--- src/rtl/pulse_acq_pkg.sv ---
// Shared types and constants for the pulse report framer.
// Macro PULSE_REPORT_CKSUM_EN appends a checksum byte and makes the frame 12 bytes long instead of 11.
package pulse_acq_pkg;
  localparam logic [7:0] HDR0_DEF = 8'hA5;
  localparam logic [7:0] HDR1_DEF = 8'h5A;
`ifdef PULSE_REPORT_CKSUM_EN
  localparam int FRAME_LEN = 12;
`else
  localparam int FRAME_LEN = 11;
`endif
  localparam int IDX_W = 4;
  typedef logic [IDX_W-1:0] idx_t;
  typedef enum logic [1:0] {IDLE, SEND, GAP} state_t;
endpackage

--- src/rtl/pulse_report_framer_if.sv ---
// Groups the measurement input strobe and the TX FIFO write port.
// The framer uses the slave view. The measurement source and the FIFO use the master view.
interface pulse_report_framer_if #(parameter int USEDW_W = 8);
  logic [31:0]        period;
  logic [31:0]        width;
  logic               meas_valid;
  logic               tx_fifo_wen;
  logic [7:0]         tx_fifo_wdata;
  logic               tx_fifo_full;
  logic [USEDW_W-1:0] tx_fifo_usedw;

  modport slave (
    input  period, width, meas_valid, tx_fifo_full, tx_fifo_usedw,
    output tx_fifo_wen, tx_fifo_wdata
  );
  modport master (
    output period, width, meas_valid, tx_fifo_full, tx_fifo_usedw,
    input  tx_fifo_wen, tx_fifo_wdata
  );
endinterface

--- src/rtl/pulse_frame_byte_sel.sv ---
// Combinational mux: byte index -> frame byte (header, seq, big-endian period/width, cksum).
module pulse_frame_byte_sel
  import pulse_acq_pkg::*;
#(
  parameter logic [7:0] HDR0 = HDR0_DEF,
  parameter logic [7:0] HDR1 = HDR1_DEF
) (
  input  idx_t        idx,
  input  logic [7:0]  seq,
  input  logic [31:0] period,
  input  logic [31:0] width,
  input  logic [7:0]  cksum,
  output logic [7:0]  dat
);
  always_comb begin
    dat = 8'h00;
    case (idx)
      4'd0:    dat = HDR0;
      4'd1:    dat = HDR1;
      4'd2:    dat = seq;
      4'd3:    dat = period[31:24];
      4'd4:    dat = period[23:16];
      4'd5:    dat = period[15:8];
      4'd6:    dat = period[7:0];
      4'd7:    dat = width[31:24];
      4'd8:    dat = width[23:16];
      4'd9:    dat = width[15:8];
      4'd10:   dat = width[7:0];
      4'd11:   dat = cksum;
      default: dat = 8'h00;
    endcase
  end
endmodule

--- src/rtl/pulse_report_framer.sv ---
// Packs each measurement into a fixed-length frame and writes it to the UART TX FIFO.
// A frame starts only if the FIFO has room for all of it. Define PULSE_REPORT_CKSUM_EN to append the cksum byte.
module pulse_report_framer
  import pulse_acq_pkg::*;
#(
  parameter int         FIFO_DEPTH = 256,
  parameter int         USEDW_W    = 8,
  parameter logic [7:0] HDR0       = HDR0_DEF,
  parameter logic [7:0] HDR1       = HDR1_DEF
) (
  input  logic                        clk,
  input  logic                        rst,
  input  logic                        ena,
  pulse_report_framer_if.slave        bus,
  output logic                        busy,
  output logic [15:0]                 frame_cnt,
  output logic [15:0]                 drop_cnt
);
  localparam int START_MAX = FIFO_DEPTH - FRAME_LEN;

  state_t             state, state_n;
  idx_t               idx, idx_n, sel_idx;
  logic               pending, start, emit, frame_done;
  logic [31:0]        p_per, p_wid, s_per, s_wid;
  logic [7:0]         seq, cksum, byte_dat;
  logic [USEDW_W-1:0] usedw;

  assign usedw      = bus.tx_fifo_usedw;
  assign start      = (state == IDLE) && pending && ena && (int'(usedw) <= START_MAX);
  assign frame_done = (state == SEND) && (state_n == GAP);
  assign busy       = (state != IDLE);

  pulse_frame_byte_sel #(.HDR0(HDR0), .HDR1(HDR1)) u_byte_sel (
    .idx    (sel_idx),
    .seq    (seq),
    .period (s_per),
    .width  (s_wid),
    .cksum  (cksum),
    .dat    (byte_dat)
  );

  always_ff @(posedge clk or negedge rst) begin
    if (!rst) begin
      state <= IDLE;
      idx   <= '0;
    end else begin
      state <= state_n;
      idx   <= idx_n;
    end
  end

  // The first byte leaves on the IDLE->SEND edge, so idx always names the next byte to send.
  always_comb begin
    state_n = state;
    idx_n   = idx;
    sel_idx = idx;
    emit    = 1'b0;
    case (state)
      IDLE: begin
        idx_n = '0;
        if (start) begin
          state_n = SEND;
          sel_idx = '0;
          emit    = !bus.tx_fifo_full;
          idx_n   = emit ? idx_t'(1) : idx_t'(0);
        end
      end
      SEND: begin
        if (idx == idx_t'(FRAME_LEN)) begin
          state_n = GAP;
        end else begin
          emit  = !bus.tx_fifo_full;
          idx_n = emit ? idx + idx_t'(1) : idx;
        end
      end
      GAP: begin
        state_n = IDLE;
        idx_n   = '0;
      end
      default: state_n = IDLE;
    endcase
  end

  always_ff @(posedge clk or negedge rst) begin
    if (!rst) begin
      bus.tx_fifo_wen   <= 1'b0;
      bus.tx_fifo_wdata <= 8'h00;
      pending           <= 1'b0;
      p_per             <= '0;
      p_wid             <= '0;
      s_per             <= '0;
      s_wid             <= '0;
      seq               <= 8'h00;
      frame_cnt         <= 16'h0000;
      drop_cnt          <= 16'h0000;
    end else begin
      bus.tx_fifo_wen   <= emit;
      bus.tx_fifo_wdata <= emit ? byte_dat : 8'h00;
      if (start) begin
        s_per <= p_per;
        s_wid <= p_wid;
      end
      if (bus.meas_valid) begin
        p_per <= bus.period;
        p_wid <= bus.width;
      end
      // A strobe in the same cycle as the shadow copy refills pending without counting a drop.
      pending <= bus.meas_valid | (pending & ~start);
      if (bus.meas_valid && pending && !start && drop_cnt != 16'hFFFF)
        drop_cnt <= drop_cnt + 16'h0001;
      if (frame_done) begin
        frame_cnt <= frame_cnt + 16'h0001;
        seq       <= seq + 8'h01;
      end
    end
  end

`ifdef PULSE_REPORT_CKSUM_EN
  always_ff @(posedge clk or negedge rst) begin
    if (!rst)
      cksum <= 8'h00;
    else if (start)
      cksum <= 8'h00;
    else if (emit && state == SEND && idx >= idx_t'(2) && idx <= idx_t'(FRAME_LEN-2))
      cksum <= cksum + byte_dat;
  end
`else
  assign cksum = 8'h00;
`endif
endmodule

--- src/flat_wrapper.sv ---
// flat-port wrapper written by rule: the top's interface ports become plain ports
module pulse_report_framer_flat import pulse_acq_pkg::*;
#(
  parameter int         FIFO_DEPTH = 256,
  parameter int         USEDW_W    = 8,
  parameter logic [7:0] HDR0       = HDR0_DEF,
  parameter logic [7:0] HDR1       = HDR1_DEF
)
  (clk, rst, ena, busy, frame_cnt, drop_cnt, bus_period, bus_width, bus_meas_valid, bus_tx_fifo_full, bus_tx_fifo_usedw, bus_tx_fifo_wen, bus_tx_fifo_wdata);
  pulse_report_framer_if #(.USEDW_W(USEDW_W)) bus_i ();
  input  logic clk;
  input  logic rst;
  input  logic ena;
  output logic busy;
  output logic [15:0] frame_cnt;
  output logic [15:0] drop_cnt;
  input wire logic [$bits(bus_i.period)-1:0] bus_period;
  input wire logic [$bits(bus_i.width)-1:0] bus_width;
  input wire logic [$bits(bus_i.meas_valid)-1:0] bus_meas_valid;
  input wire logic [$bits(bus_i.tx_fifo_full)-1:0] bus_tx_fifo_full;
  input wire logic [$bits(bus_i.tx_fifo_usedw)-1:0] bus_tx_fifo_usedw;
  output wire logic [$bits(bus_i.tx_fifo_wen)-1:0] bus_tx_fifo_wen;
  output wire logic [$bits(bus_i.tx_fifo_wdata)-1:0] bus_tx_fifo_wdata;
  assign bus_i.period = bus_period;
  assign bus_i.width = bus_width;
  assign bus_i.meas_valid = bus_meas_valid;
  assign bus_i.tx_fifo_full = bus_tx_fifo_full;
  assign bus_i.tx_fifo_usedw = bus_tx_fifo_usedw;
  assign bus_tx_fifo_wen = bus_i.tx_fifo_wen;
  assign bus_tx_fifo_wdata = bus_i.tx_fifo_wdata;
  pulse_report_framer #(.FIFO_DEPTH(FIFO_DEPTH), .USEDW_W(USEDW_W), .HDR0(HDR0), .HDR1(HDR1)) u_core (.clk(clk), .rst(rst), .ena(ena), .bus(bus_i), .busy(busy), .frame_cnt(frame_cnt), .drop_cnt(drop_cnt));
endmodule
--- config.mk ---
export PLATFORM = sky130hd
export DESIGN_NAME = pulse_report_framer_flat
export DESIGN_NICKNAME = d
export VERILOG_FILES = /design/src/rtl/pulse_acq_pkg.sv /design/src/rtl/pulse_report_framer_if.sv /design/src/rtl/pulse_frame_byte_sel.sv /design/src/rtl/pulse_report_framer.sv /design/src/flat_wrapper.sv
export SDC_FILE = /design/constraint.sdc
export NUM_CORES = 1
export LEC_CHECK = 0
export BUFFER_PORTS_ARGS = -buffer_cell sky130_fd_sc_hd__clkbuf_2
export CORE_AREA = 2 2 149 151
export CTS_CLUSTER_DIAMETER = 40
export DETAILED_ROUTE_END_ITERATION = 8
export DIE_AREA = 0 0 151 153
export HOLD_SLACK_MARGIN = 0.06
export SLEW_MARGIN = 0
export SYNTH_ARGS = -nofsm -noshare
export SYNTH_HDL_FRONTEND = slang
export SYNTH_HIERARCHICAL = 1
export SYNTH_SLANG_ARGS = --single-unit
--- constraint.sdc ---
create_clock -name clk -period 2.8 [get_ports clk]
set_clock_uncertainty 0.2 [all_clocks]
set_input_delay 0 -clock clk [delete_from_list [all_inputs] [get_ports clk]]
set_output_delay 0 -clock clk [all_outputs]
set_load 0.01 [all_outputs]
## Word-level counts from Yosys, hierarchy flattened

Index checks and enable logic that the tools add are counted.

- Logic and storage cells: 66
- Output and inout bits: 42
- Register bits after elaboration: 184

- Reductions and logical operators: 14
- Muxes and demuxes: 15
- Add/sub/neg operators: 4
- Eq/ne operators: 17
- Magnitude comparators: 1
- Bitwise logic cells: 3

Operator list:

| cell | number |
|---|---|
| 8-bit one-hot mux with 11 select lines | 1 |
| 16-bit by 1-bit adder with 16-bit output, second input constant | 2 |
| 4-bit 2-to-1 mux | 5 |
| 4-bit by 3-bit equality test with 1-bit output, second input constant | 4 |
| 4-bit equality test, second input constant | 4 |
| 16-bit != test, second input constant | 1 |
| 4-bit one-hot mux with 3 select lines | 1 |
| 8-bit by 1-bit adder with 8-bit output, second input constant | 1 |
| 4-bit by 2-bit equality test with 1-bit output, second input constant | 2 |
| 8-bit less-or-equal comparator, second input constant | 1 |
| 8-bit 2-to-1 mux | 1 |
| 1-bit logical AND | 7 |
| 4-bit by 1-bit adder with 4-bit output, second input constant | 1 |
| 2-bit equality test, second input constant | 2 |
| 4-bit by 1-bit equality test with 1-bit output, second input constant | 1 |
| 4-bit logical NOT | 1 |
| 2-bit 2-to-1 mux | 2 |
| 2-bit != test, second input constant | 2 |
| 2-bit one-hot mux with 2 select lines | 1 |
| 1-bit 2-to-1 mux | 3 |
| 3-bit AND reduction | 1 |
| 3-bit nonzero test | 1 |
| 2-bit by 1-bit equality test with 1-bit output, second input constant | 1 |
| 1-bit logical NOT | 2 |
| 6 further kinds | 6 |

## Depth between registers and ports, before layout

- Depth after elaboration: 9
- Gate-level depth with buffers: 13
- Gate-level depth less buffers: 9

## By module

The synthesis kept the hierarchy.

Modules (own cells, without submodules):

| module | cells each | instances | area an instance (sq um) |
|---|---|---|---|
| pulse_report_framer | 635 | 1 | 7335.8 |
| pulse_frame_byte_sel | 129 | 1 | 888.4 |

## Worst setup path before layout

No wires, ideal clock.

- Path type: flip-flop to flip-flop
- Start point: register u_core.state[1]
- End point: register u_core.bus.tx_fifo_wdata[0]
- Data required time: 2481 ps
- Arrival time: 2698 ps
- Slack: -217 ps
- Period minus slack after synthesis: 3017 ps
- Stages on the path, launching flop included: 13
- Path buffers: 3
- Path through: dfrtp_1 -> inv_1 -> ha_1 -> o2111ai_1 -> clkbuf_1 -> clkbuf_1 -> and2_1 -> buf_6 -> mux2_1 -> a22o_1 -> a21oi_1 -> o221ai_1 -> and2_1

- Word-level cells in the longest chain between the ends: 9
- Elaborated cells between the ends (all ways): 22

Ends and longest elaborated chain:

| what | line | RTL |
|---|---|---|
| start, declared | pulse_report_framer.sv:21 | `state_t state, state_n;` |
| start signal, assigned | pulse_report_framer.sv:47 | `state <= state_n;` |
| 2-bit logical NOT (*) | pulse_report_framer.sv:29, pulse_report_framer.sv:58 |  |
| 1-bit logical AND (3 in series) | pulse_report_framer.sv:29 | `assign start = (state == IDLE) && pending && ena && (int'(usedw) <= START_MAX);` |
| 4-bit 2-to-1 mux | pulse_report_framer.sv:61 | `if (start) begin` |
| 4-bit 2-to-1 mux (*) | pulse_report_framer.sv:58 | `case (state)` |
| via u_core.sel_idx[0] | pulse_report_framer.sv:22 | `idx_t idx, idx_n, sel_idx;` |
| 4-bit equality test (tied with other cells) | pulse_frame_byte_sel.sv:17 | `case (idx)` |
| 8-bit one-hot mux with 11 select lines (*) | pulse_frame_byte_sel.sv:17 |  |
| via u_core.byte_dat[0] | pulse_report_framer.sv:25 | `logic [7:0] seq, cksum, byte_dat;` |
| 8-bit 2-to-1 mux (*) | pulse_report_framer.sv:98 | `bus.tx_fifo_wdata <= emit ? byte_dat : 8'h00;` |
| end signal, assigned | pulse_report_framer.sv:98 |  |
| end, declared | pulse_report_framer_if.sv:14 | `output tx_fifo_wen, tx_fifo_wdata` |

The timed path passes the listed nets; every way through them passes the cells marked *.
A chain may end at the register's enable or synchronous reset.

## Worst setup path after layout

Ends and elaborated chain as after synthesis.

==> reports/summary.json <==
{
  "seq_area_frac_synth": {"value": 56.0, "unit": "%"},
  "gp_congestion": {"value": 0.918},
  "antenna_violations_before_repair": {"value": 0},
  "crit_slowest_cell": {"value": "sky130_fd_sc_hd__a2111oi_0"},
  "totalWireLength": {"value": 19600, "unit": "um"},
  "drc_violation_count_after_routing": {"value": 0},
  "synthesis.instances": {"value": 764},
  "clkSlewWorstSetupHoldPaths": {"value": 0.07, "unit": "ns"},
  "postSynth.asyncResetShare": {"value": 100, "unit": "%"},
  "synth.lib_cells_used.distinct": {"value": 61},
  "place_hpwl": {"value": 13600, "unit": "um"},
  "antennaDiodeCount": {"value": 0},
  "clock-sinks": {"value": 184},
  "period_share": {"value": 96.6, "unit": "%"},
  "critical-path-top-delay-family": {"value": "compound AO/OA/AOI/OAI gates"},
  "antenna_left": {"value": 0},
  "regArea": {"value": 4600, "unit": "um^2"},
  "die_height": {"value": 153, "unit": "um"},
  "critical_path_buf_inv_count": {"value": 2},
  "slew_viol_final": {"value": 0},
  "p_leak": {"value": 5.13, "unit": "nW"},
  "final_layout_size_suffix_gt1_share": {"value": 26.2, "unit": "%"},
  "num-nets-final": {"value": 1070},
  "vdd_drop_max": {"value": 0.408, "unit": "mV"},
  "post-cts-setup-buffers": {"value": 0},
  "hold_violations": {"value": 0},
  "avgRoutedWirePerCell": {"value": 15.4, "unit": "um"},
  "achievable-frequency": {"value": 370, "unit": "MHz"},
  "ys_ff_latch": {"value": 184},
  "drt_pass1_iterations": {"value": 5},
  "synth-main-ff-cell": {"value": "sky130_fd_sc_hd__dfrtp_1"},
  "placement_rows": {"value": 54},
  "cellPowerDensity": {"value": 747, "unit": "nW/um^2"},
  "num-fill-cells": {"value": 2011},
  "cp_cell_sequence": {"value": "inv_1, ha_4, o2111ai_4, and2_2, buf_12, nor3b_1, a2111oi_0, a21oi_1, o221ai_1, and2_1"},
  "mostFrequentLayoutCell": {"value": "sky130_fd_sc_hd__nand2_1"},
  "timing.final.crit_period": {"value": 2.71, "unit": "ns"},
  "ioPinCount": {"value": 119},
  "critical_path_start_end_classification": {"value": "reg2reg"},
  "start_util": {"value": 38.3, "unit": "%"},
  "portbufs": {"value": 117},
  "element_type_at_the_critical_path_start": {"value": "flop"},
  "cts_inserted_buffers": {"value": 17},
  "routed_via_density": {"value": 4.89},
  "power.total": {"value": 8.04, "unit": "mW"},
  "critical_path.endpoint_type": {"value": "flop"},
  "grt_pass1_vias": {"value": 6302},
  "htree_num_levels": {"value": 4},
  "drtIter0Drc": {"value": 324},
  "fp.dieArea": {"value": 23100, "unit": "um^2"},
  "critical_path.max_fanout": {"value": 13},
  "timing_worst_slew_pin_value": {"value": 0.707, "unit": "ns"},
  "number_of_synthesized_flops_with_an_enable_pin": {"value": 0},
  "gr-total-overflow": {"value": 0},
  "timing.rr.start": {"value": "u_core/state[1]"},
  "flow.area_growth_from_synthesis": {"value": 30.9, "unit": "%"},
  "maximum_number_of_pins_on_one_net_before_global_route_repair": {"value": 66},
  "fp.dieW": {"value": 151, "unit": "um"},
  "root_buffer": {"value": "sky130_fd_sc_hd__clkbuf_16"},
  "r2r_worst_path_depth": {"value": 10},
  "holdPathEnd": {"value": "u_core/p_per[8]"},
  "r2r_setup_slack": {"value": 0.09, "unit": "ns"},
  "worst_ep_arrival_time": {"value": 2.88, "unit": "ns"},
  "cap_viol_max_count": {"value": 0},
  "run_status": {"value": "finished clean"},
  "grt_first_pass_wirelength": {"value": 32400, "unit": "um"},
  "hold_path.startpoint": {"value": "bus_period[8]"},
  "max_stage_delay": {"value": 0.65, "unit": "ns"},
  "multi_input_comb_area": {"value": 3450, "unit": "um^2"},
  "syn-cell-area": {"value": 8220, "unit": "um^2"},
  "core-area": {"value": 21500, "unit": "um^2"},
  "timing.hold.worst.class": {"value": "in2reg"},
  "clock_tree_from_tritoncts": {"value": "built"},
  "detailroute.via_count": {"value": 6255},
  "finalSetupViolations": {"value": 0},
  "synth.yosys.warnings": {"value": 6},
  "timing.max_slew.rel_slack": {"value": 51.6, "unit": "%"},
  "timing.hold.worst_path_depth": {"value": 3},
  "setup_repair_after_global_routing_missed_its_margin": {"value": "no"},
  "grtUsageTotal": {"value": 17.8, "unit": "%"},
  "fin_tns_setup": {"value": 0, "unit": "ns"},
  "clkLatencyLatePin": {"value": 0.43, "unit": "ns"},
  "avgSynthCellArea": {"value": 10.8, "unit": "um^2"},
  "layout.cells.most_common_list": {"value": "217 x sky130_fd_sc_hd__nand2_1, 184 x sky130_fd_sc_hd__dfrtp_1, 115 x sky130_fd_sc_hd__clkbuf_2"},
  "r2r-end": {"value": "u_core/bus.tx_fifo_wdata[0]"},
  "critPathRequiredTime": {"value": 2.98, "unit": "ns"},
  "max_buffers_root_to_sink": {"value": 2}
}
[cell usage after synthesis (2+ instances only)]
library cell | number | share of area (%)
sky130_fd_sc_hd__a211o_1 | 2 | 0.21
sky130_fd_sc_hd__nor2_1 | 18 | 0.82
sky130_fd_sc_hd__a21o_1 | 3 | 0.27
sky130_fd_sc_hd__o32ai_1 | 3 | 0.32
sky130_fd_sc_hd__a32oi_1 | 5 | 0.53
sky130_fd_sc_hd__nand3b_1 | 3 | 0.27
sky130_fd_sc_hd__and2_1 | 12 | 0.91
sky130_fd_sc_hd__buf_4 | 5 | 0.46
sky130_fd_sc_hd__nand2b_1 | 12 | 0.91
sky130_fd_sc_hd__nor3b_1 | 7 | 0.64
sky130_fd_sc_hd__buf_2 | 6 | 0.37
sky130_fd_sc_hd__a21oi_1 | 15 | 0.91
sky130_fd_sc_hd__o22ai_1 | 2 | 0.15
sky130_fd_sc_hd__nor4_1 | 2 | 0.15
sky130_fd_sc_hd__nand4b_1 | 2 | 0.21
sky130_fd_sc_hd__ha_1 | 7 | 1.1
sky130_fd_sc_hd__nand3_1 | 17 | 1.0
sky130_fd_sc_hd__a2111oi_0 | 2 | 0.21
sky130_fd_sc_hd__a2111o_1 | 2 | 0.27
sky130_fd_sc_hd__dfrtp_1 | 184 | 56
sky130_fd_sc_hd__and3_1 | 10 | 0.76
sky130_fd_sc_hd__buf_1 | 7 | 0.32
sky130_fd_sc_hd__or4_1 | 2 | 0.18
sky130_fd_sc_hd__a32o_1 | 4 | 0.49
sky130_fd_sc_hd__inv_1 | 9 | 0.41
sky130_fd_sc_hd__nor2b_1 | 10 | 0.76
sky130_fd_sc_hd__a22oi_1 | 4 | 0.37
sky130_fd_sc_hd__nor3_1 | 6 | 0.37
sky130_fd_sc_hd__xor2_1 | 17 | 1.8
sky130_fd_sc_hd__nor4_4 | 2 | 0.52
sky130_fd_sc_hd__o2111a_1 | 2 | 0.27
sky130_fd_sc_hd__o21ai_0 | 14 | 0.85
sky130_fd_sc_hd__a2bb2oi_1 | 2 | 0.21
sky130_fd_sc_hd__xnor2_1 | 17 | 1.8
sky130_fd_sc_hd__nand4_1 | 10 | 0.76
sky130_fd_sc_hd__o2bb2ai_1 | 2 | 0.21
sky130_fd_sc_hd__nand2_1 | 217 | 9.9
sky130_fd_sc_hd__o31ai_1 | 2 | 0.18
sky130_fd_sc_hd__mux2i_1 | 8 | 0.97
sky130_fd_sc_hd__mux2_2 | 72 | 9.9
sky130_fd_sc_hd__buf_6 | 4 | 0.55
sky130_fd_sc_hd__clkbuf_1 | 15 | 0.68
[power by group]
group	total (mW)	internal (mW)	leakage, nW	switching, mW
combinational	1.87	0.842	2.57	1.03
clock	2.43	1.38	0.288	1.05
sequential	3.74	3.28	2.27	0.463
total	8.04	5.50	5.13	2.55
[how the worst max path moves through the flow]
stage	endpoint	from	cells past startpoint
5_1_grt	u_core/bus.tx_fifo_wdata[3]	u_core/state[1]	10
3_3_place_gp	u_core/bus.tx_fifo_wdata[0]	u_core/state[1]	10
4_1_cts	u_core/bus.tx_fifo_wdata[0]	u_core/state[1]	10
2_1_floorplan	u_core/bus.tx_fifo_wdata[3]	u_core/state[1]	12
3_5_place_dp	u_core/bus.tx_fifo_wdata[4]	u_core/state[1]	9
6_report	u_core/bus.tx_fifo_wdata[0]	u_core/state[1]	10
[flip-flops by register name, summed over array words and instances (netlist names)]
signal,cells
u_core/s_wid,32
u_core/drop_cnt,16
u_core/bus.tx_fifo_wdata,8
u_core/pending,1
u_core/idx,4
u_core/seq,8
u_core/frame_cnt,16
u_core/s_per,32
u_core/p_wid,32
u_core/bus.tx_fifo_wen,1
u_core/state,2
u_core/p_per,32
[worst min-delay path, delay by kind of cell]
kind	cells	cell delay, ns
muxes	1	0.12
buffers and inverters	2	0.61
[metrics by stage]
| stage | hold WS, ns | setup WS (ns) | util, % | instances | instance area [um^2] |
|---|---|---|---|---|---|
| floorplan | -0.496 | 0.0101 | - | 771 | 8270 |
| global placement | -0.162 | 0.168 | 43.3 | 1162 | 9300 |
| detailed placement | -0.161 | 0.132 | 43.3 | 1162 | 9300 |
| CTS | 0.116 | 0.101 | 50.1 | 1279 | 10800 |
| global route | 0.134 | 0.00824 | 50.1 | 1279 | 10800 |
| finish | 0.130 | 0.0947 | 50.1 | 1279 | 10800 |
[layout make-up]
type                            count  share of cell area (%)
Clock buffer                       20                    4.24
Multi-Input combinational cell    541                    32.0
Timing Repair Buffer              233                    16.1
Clock inverter                     12                    1.31
Inverter                            9                   0.314
Sequential cell                   184                    42.8
Tap cell                          280                    3.25
[cells by family (layout without fill, tap and decap cells)]
kind of cell,after synthesis,after routing,synth area share (%)
other,1,8,0.0456
buffers and inverters,46,274,2.78
flip-flops,184,184,56.0
multiplexers,81,81,11.0
XOR/XNOR,34,34,3.62
AND/OR/NAND/NOR,337,337,19.0
AO/OA/AOI/OAI,74,74,6.57
adder cells (fa/ha/maj),7,7,1.06
[routing by layer]
| layer | vias to the layer above | routed length, um | GRT usage (%) |
|---|---|---|---|
| li1 | 3047 | - | - |
| met1 | 3090 | 9510 | 26.1 |
| met2 | 98 | 9200 | 27.0 |
| met3 | 20 | 656 | 3.07 |
| met4 | 0 | 272 | 5.25 |
| met5 | - | 0 | 0 |
[timing repair]
action / 4_1_cts / 5_1_grt
resized for setup: 0 / 2
setup endpoints to repair: 0 / 5
endpoints found under the hold margin: 289 / 0
hold buffers: 85 / 0
No activity file was read; power rests on OpenSTA's default activity.
